===== config.mk =====
export PLATFORM = sky130hd
export DESIGN_NAME = iob_bus_merge2
export DESIGN_NICKNAME = d
export VERILOG_FILES = /design/src/rtl/iob_bus_merge2_pkg.sv /design/src/rtl/iob_id_fifo.sv /design/src/rtl/iob_bus_merge2.sv
export SDC_FILE = /design/constraint.sdc
export NUM_CORES = 1
export LEC_CHECK = 0
export CAP_MARGIN = 20
export CORE_AREA = 4 4 118 120
export DETAILED_ROUTE_END_ITERATION = 10
export DIE_AREA = 0 0 122 124
export PLACE_DENSITY = 0.72
export SYNTH_ARGS = -nofsm -noshare
export SYNTH_HDL_FRONTEND = slang
export SYNTH_SLANG_ARGS = --single-unit

===== constraint.sdc =====
create_clock -name clk_i -period 13.09 [get_ports clk_i]
set_clock_uncertainty 0.15 [all_clocks]
set_input_delay 3.927 -clock clk_i [delete_from_list [all_inputs] [get_ports clk_i]]
set_output_delay 3.927 -clock clk_i [all_outputs]
set_load 0.03 [all_outputs]

===== src/rtl/iob_bus_merge2_pkg.sv =====
// Shared master IDs for iob_bus_merge2. The ID tags each outstanding read so that
// its response can be routed back to the master that issued it.
package iob_bus_merge2_pkg;

    localparam int unsigned ID_W = 1;

    typedef logic [ID_W-1:0] id_t;

    localparam id_t ID_IBUS = 1'b0;
    localparam id_t ID_DBUS = 1'b1;

endpackage


===== src/rtl/iob_id_fifo.sv =====
// Register FIFO of master IDs for in-flight reads. Pointers wrap modulo DEPTH,
// so DEPTH must be a power of two.
module iob_id_fifo #(
    parameter int unsigned W     = 1,
    parameter int unsigned DEPTH = 4
) (
    input  logic                     clk_i,
    input  logic                     arst_n_i,
    input  logic                     cke_i,
    input  logic                     push_i,
    input  logic [W-1:0]             wdata_i,
    input  logic                     pop_i,
    output logic [W-1:0]             rdata_o,
    output logic                     full_o,
    output logic                     empty_o,
    output logic [$clog2(DEPTH):0]   level_o
);

    localparam int unsigned PTR_W = $clog2(DEPTH);
    localparam logic [PTR_W:0] FULL_LVL = (PTR_W + 1)'(DEPTH);

    logic [W-1:0]     mem_q [DEPTH];
    logic [PTR_W-1:0] wptr_q;
    logic [PTR_W-1:0] rptr_q;
    logic [PTR_W:0]   level_q;
    logic             do_push;
    logic             do_pop;

    assign full_o  = (level_q == FULL_LVL);
    assign empty_o = (level_q == '0);
    assign level_o = level_q;
    assign rdata_o = mem_q[rptr_q];

    // Requests are gated here so a push on full or a pop on empty is harmless.
    assign do_push = push_i & ~full_o;
    assign do_pop  = pop_i & ~empty_o;

    always_ff @(posedge clk_i or negedge arst_n_i) begin
        if (!arst_n_i) begin
            wptr_q  <= '0;
            rptr_q  <= '0;
            level_q <= '0;
        end else if (cke_i) begin
            if (do_push) begin
                wptr_q <= wptr_q + 1'b1;
            end
            if (do_pop) begin
                rptr_q <= rptr_q + 1'b1;
            end
            case ({do_push, do_pop})
                2'b10:   level_q <= level_q + 1'b1;
                2'b01:   level_q <= level_q - 1'b1;
                default: level_q <= level_q;
            endcase
        end
    end

    // Storage needs no reset: entries are only read after being written.
    always_ff @(posedge clk_i) begin
        if (cke_i && do_push) begin
            mem_q[wptr_q] <= wdata_i;
        end
    end

endmodule


===== src/rtl/iob_bus_merge2.sv =====
// Merges the CPU ibus and dbus IOb masters onto one memory port: round-robin
// arbitration with a request lock, in-order read response routing via an ID FIFO.
module iob_bus_merge2
    import iob_bus_merge2_pkg::*;
#(
    parameter int unsigned ADDR_W    = 32,
    parameter int unsigned DATA_W    = 32,
    parameter int unsigned MAX_OUTST = 4
) (
    input  logic                clk_i,
    input  logic                arst_n_i,
    input  logic                cke_i,

    input  logic                ibus_avalid_i,
    input  logic [ADDR_W-1:0]   ibus_address_i,
    input  logic [DATA_W-1:0]   ibus_wdata_i,
    input  logic [DATA_W/8-1:0] ibus_wstrb_i,
    output logic [DATA_W-1:0]   ibus_rdata_o,
    output logic                ibus_rvalid_o,
    output logic                ibus_ready_o,

    input  logic                dbus_avalid_i,
    input  logic [ADDR_W-1:0]   dbus_address_i,
    input  logic [DATA_W-1:0]   dbus_wdata_i,
    input  logic [DATA_W/8-1:0] dbus_wstrb_i,
    output logic [DATA_W-1:0]   dbus_rdata_o,
    output logic                dbus_rvalid_o,
    output logic                dbus_ready_o,

    output logic                mem_avalid_o,
    output logic [ADDR_W-1:0]   mem_address_o,
    output logic [DATA_W-1:0]   mem_wdata_o,
    output logic [DATA_W/8-1:0] mem_wstrb_o,
    input  logic [DATA_W-1:0]   mem_rdata_i,
    input  logic                mem_rvalid_i,
    input  logic                mem_ready_i,

    output logic                err_o
);

    localparam int unsigned CNT_W = $clog2(MAX_OUTST) + 1;

    logic             fifo_full;
    logic             fifo_empty;
    logic [CNT_W-1:0] fifo_level;
    id_t              fifo_head;

    logic ibus_rd;
    logic dbus_rd;
    logic ibus_req;
    logic dbus_req;
    logic gnt_rd;
    logic mem_valid;
    logic accept;
    logic rsp_valid;
    logic unused_fifo_level;

    id_t  gnt;
    id_t  gnt_q;
    id_t  last_q;
    logic lock_q;
    logic err_q;

    assign ibus_rd = (ibus_wstrb_i == '0);
    assign dbus_rd = (dbus_wstrb_i == '0);

    // A read that cannot get an ID slot is not a request at all, so a write from
    // the other master is never held behind it.
    assign ibus_req = ibus_avalid_i & ~(ibus_rd & fifo_full);
    assign dbus_req = dbus_avalid_i & ~(dbus_rd & fifo_full);

    always_comb begin
        gnt = gnt_q;
        if (!lock_q) begin
            case ({ibus_req, dbus_req})
                2'b10:   gnt = ID_IBUS;
                2'b01:   gnt = ID_DBUS;
                2'b11:   gnt = (last_q == ID_IBUS) ? ID_DBUS : ID_IBUS;
                default: gnt = gnt_q;
            endcase
        end
    end

    assign mem_valid = (gnt == ID_DBUS) ? dbus_req : ibus_req;
    assign gnt_rd    = (gnt == ID_DBUS) ? dbus_rd : ibus_rd;
    assign accept    = mem_valid & mem_ready_i;
    assign rsp_valid = mem_rvalid_i & ~fifo_empty;

    always_comb begin
        mem_avalid_o  = mem_valid;
        mem_address_o = '0;
        mem_wdata_o   = '0;
        mem_wstrb_o   = '0;
        if (mem_valid) begin
            if (gnt == ID_DBUS) begin
                mem_address_o = dbus_address_i;
                mem_wdata_o   = dbus_wdata_i;
                mem_wstrb_o   = dbus_wstrb_i;
            end else begin
                mem_address_o = ibus_address_i;
                mem_wdata_o   = ibus_wdata_i;
                mem_wstrb_o   = ibus_wstrb_i;
            end
        end
    end

    assign ibus_ready_o  = accept & (gnt == ID_IBUS);
    assign dbus_ready_o  = accept & (gnt == ID_DBUS);
    assign ibus_rvalid_o = rsp_valid & (fifo_head == ID_IBUS);
    assign dbus_rvalid_o = rsp_valid & (fifo_head == ID_DBUS);
    assign ibus_rdata_o  = mem_rdata_i;
    assign dbus_rdata_o  = mem_rdata_i;
    assign err_o         = err_q;

    always_ff @(posedge clk_i or negedge arst_n_i) begin
        if (!arst_n_i) begin
            gnt_q  <= ID_IBUS;
            last_q <= ID_IBUS;
            lock_q <= 1'b0;
            err_q  <= 1'b0;
        end else if (cke_i) begin
            gnt_q  <= gnt;
            lock_q <= mem_valid & ~mem_ready_i;
            if (accept) begin
                last_q <= gnt;
            end
            if (mem_rvalid_i && fifo_empty) begin
                err_q <= 1'b1;
            end
        end
    end

    iob_id_fifo #(
        .W     (ID_W),
        .DEPTH (MAX_OUTST)
    ) u_id_fifo (
        .clk_i    (clk_i),
        .arst_n_i (arst_n_i),
        .cke_i    (cke_i),
        .push_i   (accept & gnt_rd),
        .wdata_i  (gnt),
        .pop_i    (mem_rvalid_i),
        .rdata_o  (fifo_head),
        .full_o   (fifo_full),
        .empty_o  (fifo_empty),
        .level_o  (fifo_level)
    );

    assign unused_fifo_level = ^fifo_level;

endmodule


==> results.cfg <==
[routing]
drt-initial-drc-count = 98
wirelength_met1_mm = 3.656
routed.top_layer = met4
wire_per_inst_um = 14.29
detail-route-antenna-nets = 0
drcViolationCount = 0
wl_met3_mm = 1.174
vias = 2845
wl_met2_mm = 4.755
wl_mm = 9.804
firstDrtPassIters = 4
avgViaCountPerCell = 4.147

[sta]
finalSetupViolations = 0
setup_tns_ps = 0
fin_crit_sh = 0.8639
hold_violations = 0
min_period_ps = 11310
rsz0062_at_grt = no
slew_headroom = 0.4987
tightest_slew_ps = 751.9
max_freq_mhz = 88.43
drv_slew = 0

[clock_network]
cts_hold_buf = 0
cts-buffers-inserted = 3
cts_resized = 0
cts_sinks = 15
cts_setup_buffers = 0
htree_levels = 1
cts.path.max_buffers = 2
ctsRootBufferMaster = clkbuf_16
clk_latency_ps = 240
cts_tree = done
clkTransAtPathRegs_ps = 50

[setup_path]
crit_type = input port to output pin
cpPeakStageDelay_ps = 720
endpoint_kind = output pin
required_ps = 9010
critical_path_arrival_ps = 7230
critPathMaxFanout = 75
crit_chain = clkdlybuf4s50_1 > or4_4 > o41ai_4 > nor3_2 > o21bai_4 > inv_4 > nand2_1 > a21oi_1 > clkdlybuf4s50_1
crit_slowest_cell = clkdlybuf4s50_1
cp-start-kind = input port
crit_top_cell = clkdlybuf4s50_1

[yosys]
synth-seq-cells = 15
synth_edf_count = 4
synth_area_sq_mm = 0.002359
synthAdderAreaFrac = 0.03501
synth-compound-area-share = 0.1920
synthMuxAreaShare = 0.01592
seq_area_frac_synth = 0.1676
synthXorXnorAreaFrac = 0.02228
synth_cells = 375
async_flop_share = 0.7333
yosys_warnings = 0
ys.flop_type = dfrtp_1
syn-mean-instance-area_sq_um = 6.289
synthSimpleGateAreaFrac = 0.3024
syn_nets = 556
synth_top_family_by_area = simple AND/OR/NAND/NOR gates
yosysUniqueCellTypes = 36

[die]
ioPinCount = 313
rows = 42
die-area_sq_mm = 0.01513
die_y_um = 124
fp.coreArea_sq_mm = 0.01298
start_util = 0.1817
die_width_um = 122

[power_and_ir_drop]
p_leak_nw = 1.677
vdd_drop_max_uv = 50.81
pwr_density_cell_mw_per_mm2 = 123.5

[placed_design]
place.gp.congestion = 0.7224
place_area_sq_mm = 0.004204
place_inst = 682
port-buffer-count = 216
post-dp-hpwl_mm = 7.771

[global_route]
grt_pass1_vias = 2712
grt_max_degree = 76
grt_pass1_wl_mm = 14.03
grtUsageTotal = 0.1142
grt_antenna_before_repair = 0
gr-total-overflow = 0

[run_status]
status = completed

[final_layout]
fin_cells = 686
design_area_sq_mm = 0.004284
diodes = 0
drive_gt1_frac = 0.03529
syn2layout_area_growth_pct = 81.64
fin_nets = 692
mostFrequentLayoutCell = clkdlybuf4s50_1
mostFrequentLayoutCells = 216 x clkdlybuf4s50_1, 142 x nand2_1, 72 x a21oi_1
final_util = 0.3301

[flow_run]
cap_viol_max_count = 0

[min_path]
worstHoldPathType = flip-flop to flip-flop
-- layer usage --
layer / GRT usage / vias to the layer above
li1: - / 1412
met1: 0.1343 / 1257
met3: 0.04905 / 28
met4: 0.03782 / 0
met5: 0 / -
met2: 0.1875 / 148
-- cells by family after synthesis --
logic type	after synthesis
compound gates	83
simple gates	165
flops	15
buf+inv	98
fa+ha+maj	6
xor+xnor	6
mux	2
-- area by class of cell --
class / instances / area, sq um
fillers: 1391 / 8696
flip-flops and latches: 15 / 395.4
repair buffers: 218 / 2190
inverters: 11 / 43.79
multi-input cells: 262 / 1355
well taps: 176 / 220.2
clock inverters: 1 / 5.005
clock buffers: 3 / 75.07
-- registers in the layout, summed over array words and instances (netlist names) --
register	flops
lock_q	1
last_q	1
u_id_fifo.wptr_q	2
u_id_fifo.mem_q	4
u_id_fifo.level_o	3
err_o	1
gnt_q	1
u_id_fifo.rptr_q	2
-- worst max-delay path: cells and delay by family --
| kind | cells | cell delay [ps] |
|---|---|---|
| buffers and inverters | 3 | 1700 |
| and+or+nand+nor | 3 | 830 |
| AOI/OAI and AO/OA | 3 | 720 |
-- path summary, 6_finish.rpt --
| check | start | cells past startpoint | slack (ps) | end |
|---|---|---|---|---|
| setup / recovery | ibus_wstrb_i[0] | 9 | 1780 | mem_wstrb_o[3] |
| hold / removal | err_o$_DFFE_PN0P_ | 1 | 330 | err_o$_DFFE_PN0P_ |
| setup reg to reg | u_id_fifo.level_o[1]$_DFFE_PN0P_ | 12 | 9770 | u_id_fifo.level_o[2]$_DFFE_PN0P_ |
| hold reg to reg | err_o$_DFFE_PN0P_ | 1 | 330 | err_o$_DFFE_PN0P_ |
| max in group asynchronous | arst_n_i | 1 | 8570 | err_o$_DFFE_PN0P_ |
| min in group asynchronous | arst_n_i | 1 | 3880 | u_id_fifo.wptr_q[0]$_DFFE_PN0P_ |
-- report_power, final --
part           internal (W)  switching, W
Combinational      0.000170      0.000221
Sequential        0.0000632     0.0000162
Clock             0.0000408     0.0000185
-- synthesized netlist by cell type (2+ instances only) --
master      n  area, sq um
nand2_1   142        533.0
a21oi_1    72        360.4
buf_4      65        488.0
clkbuf_1   11        41.29
dfrtp_1    11        275.3
inv_1      10        37.54
buf_2       8        40.04
and2_1      5        31.28
ha_1        5        62.56
xnor2_1     5        43.79
edfxtp_1    4        120.1
o21ai_0     4        20.02
buf_1       3        11.26
nand2b_1    3        18.77
nand3_1     3        15.01
nor3_1      2        10.01
o21bai_1    2        15.01
o22ai_1     2        12.51
-- stage by stage --
stage,setup WS (ps),total power [W],hold WS (ps)
5_1_grt,1481,0.0005679,352.0
2_1_floorplan,3034,0.0003432,303.4
3_3_place_gp,1652,0.0004736,321.8
4_1_cts,1673,0.0005383,331.9
3_5_place_dp,1675,0.0004766,317.4
6_report,1782,0.0005293,328.3
Note: power is estimated with default switching activity, not from simulation.
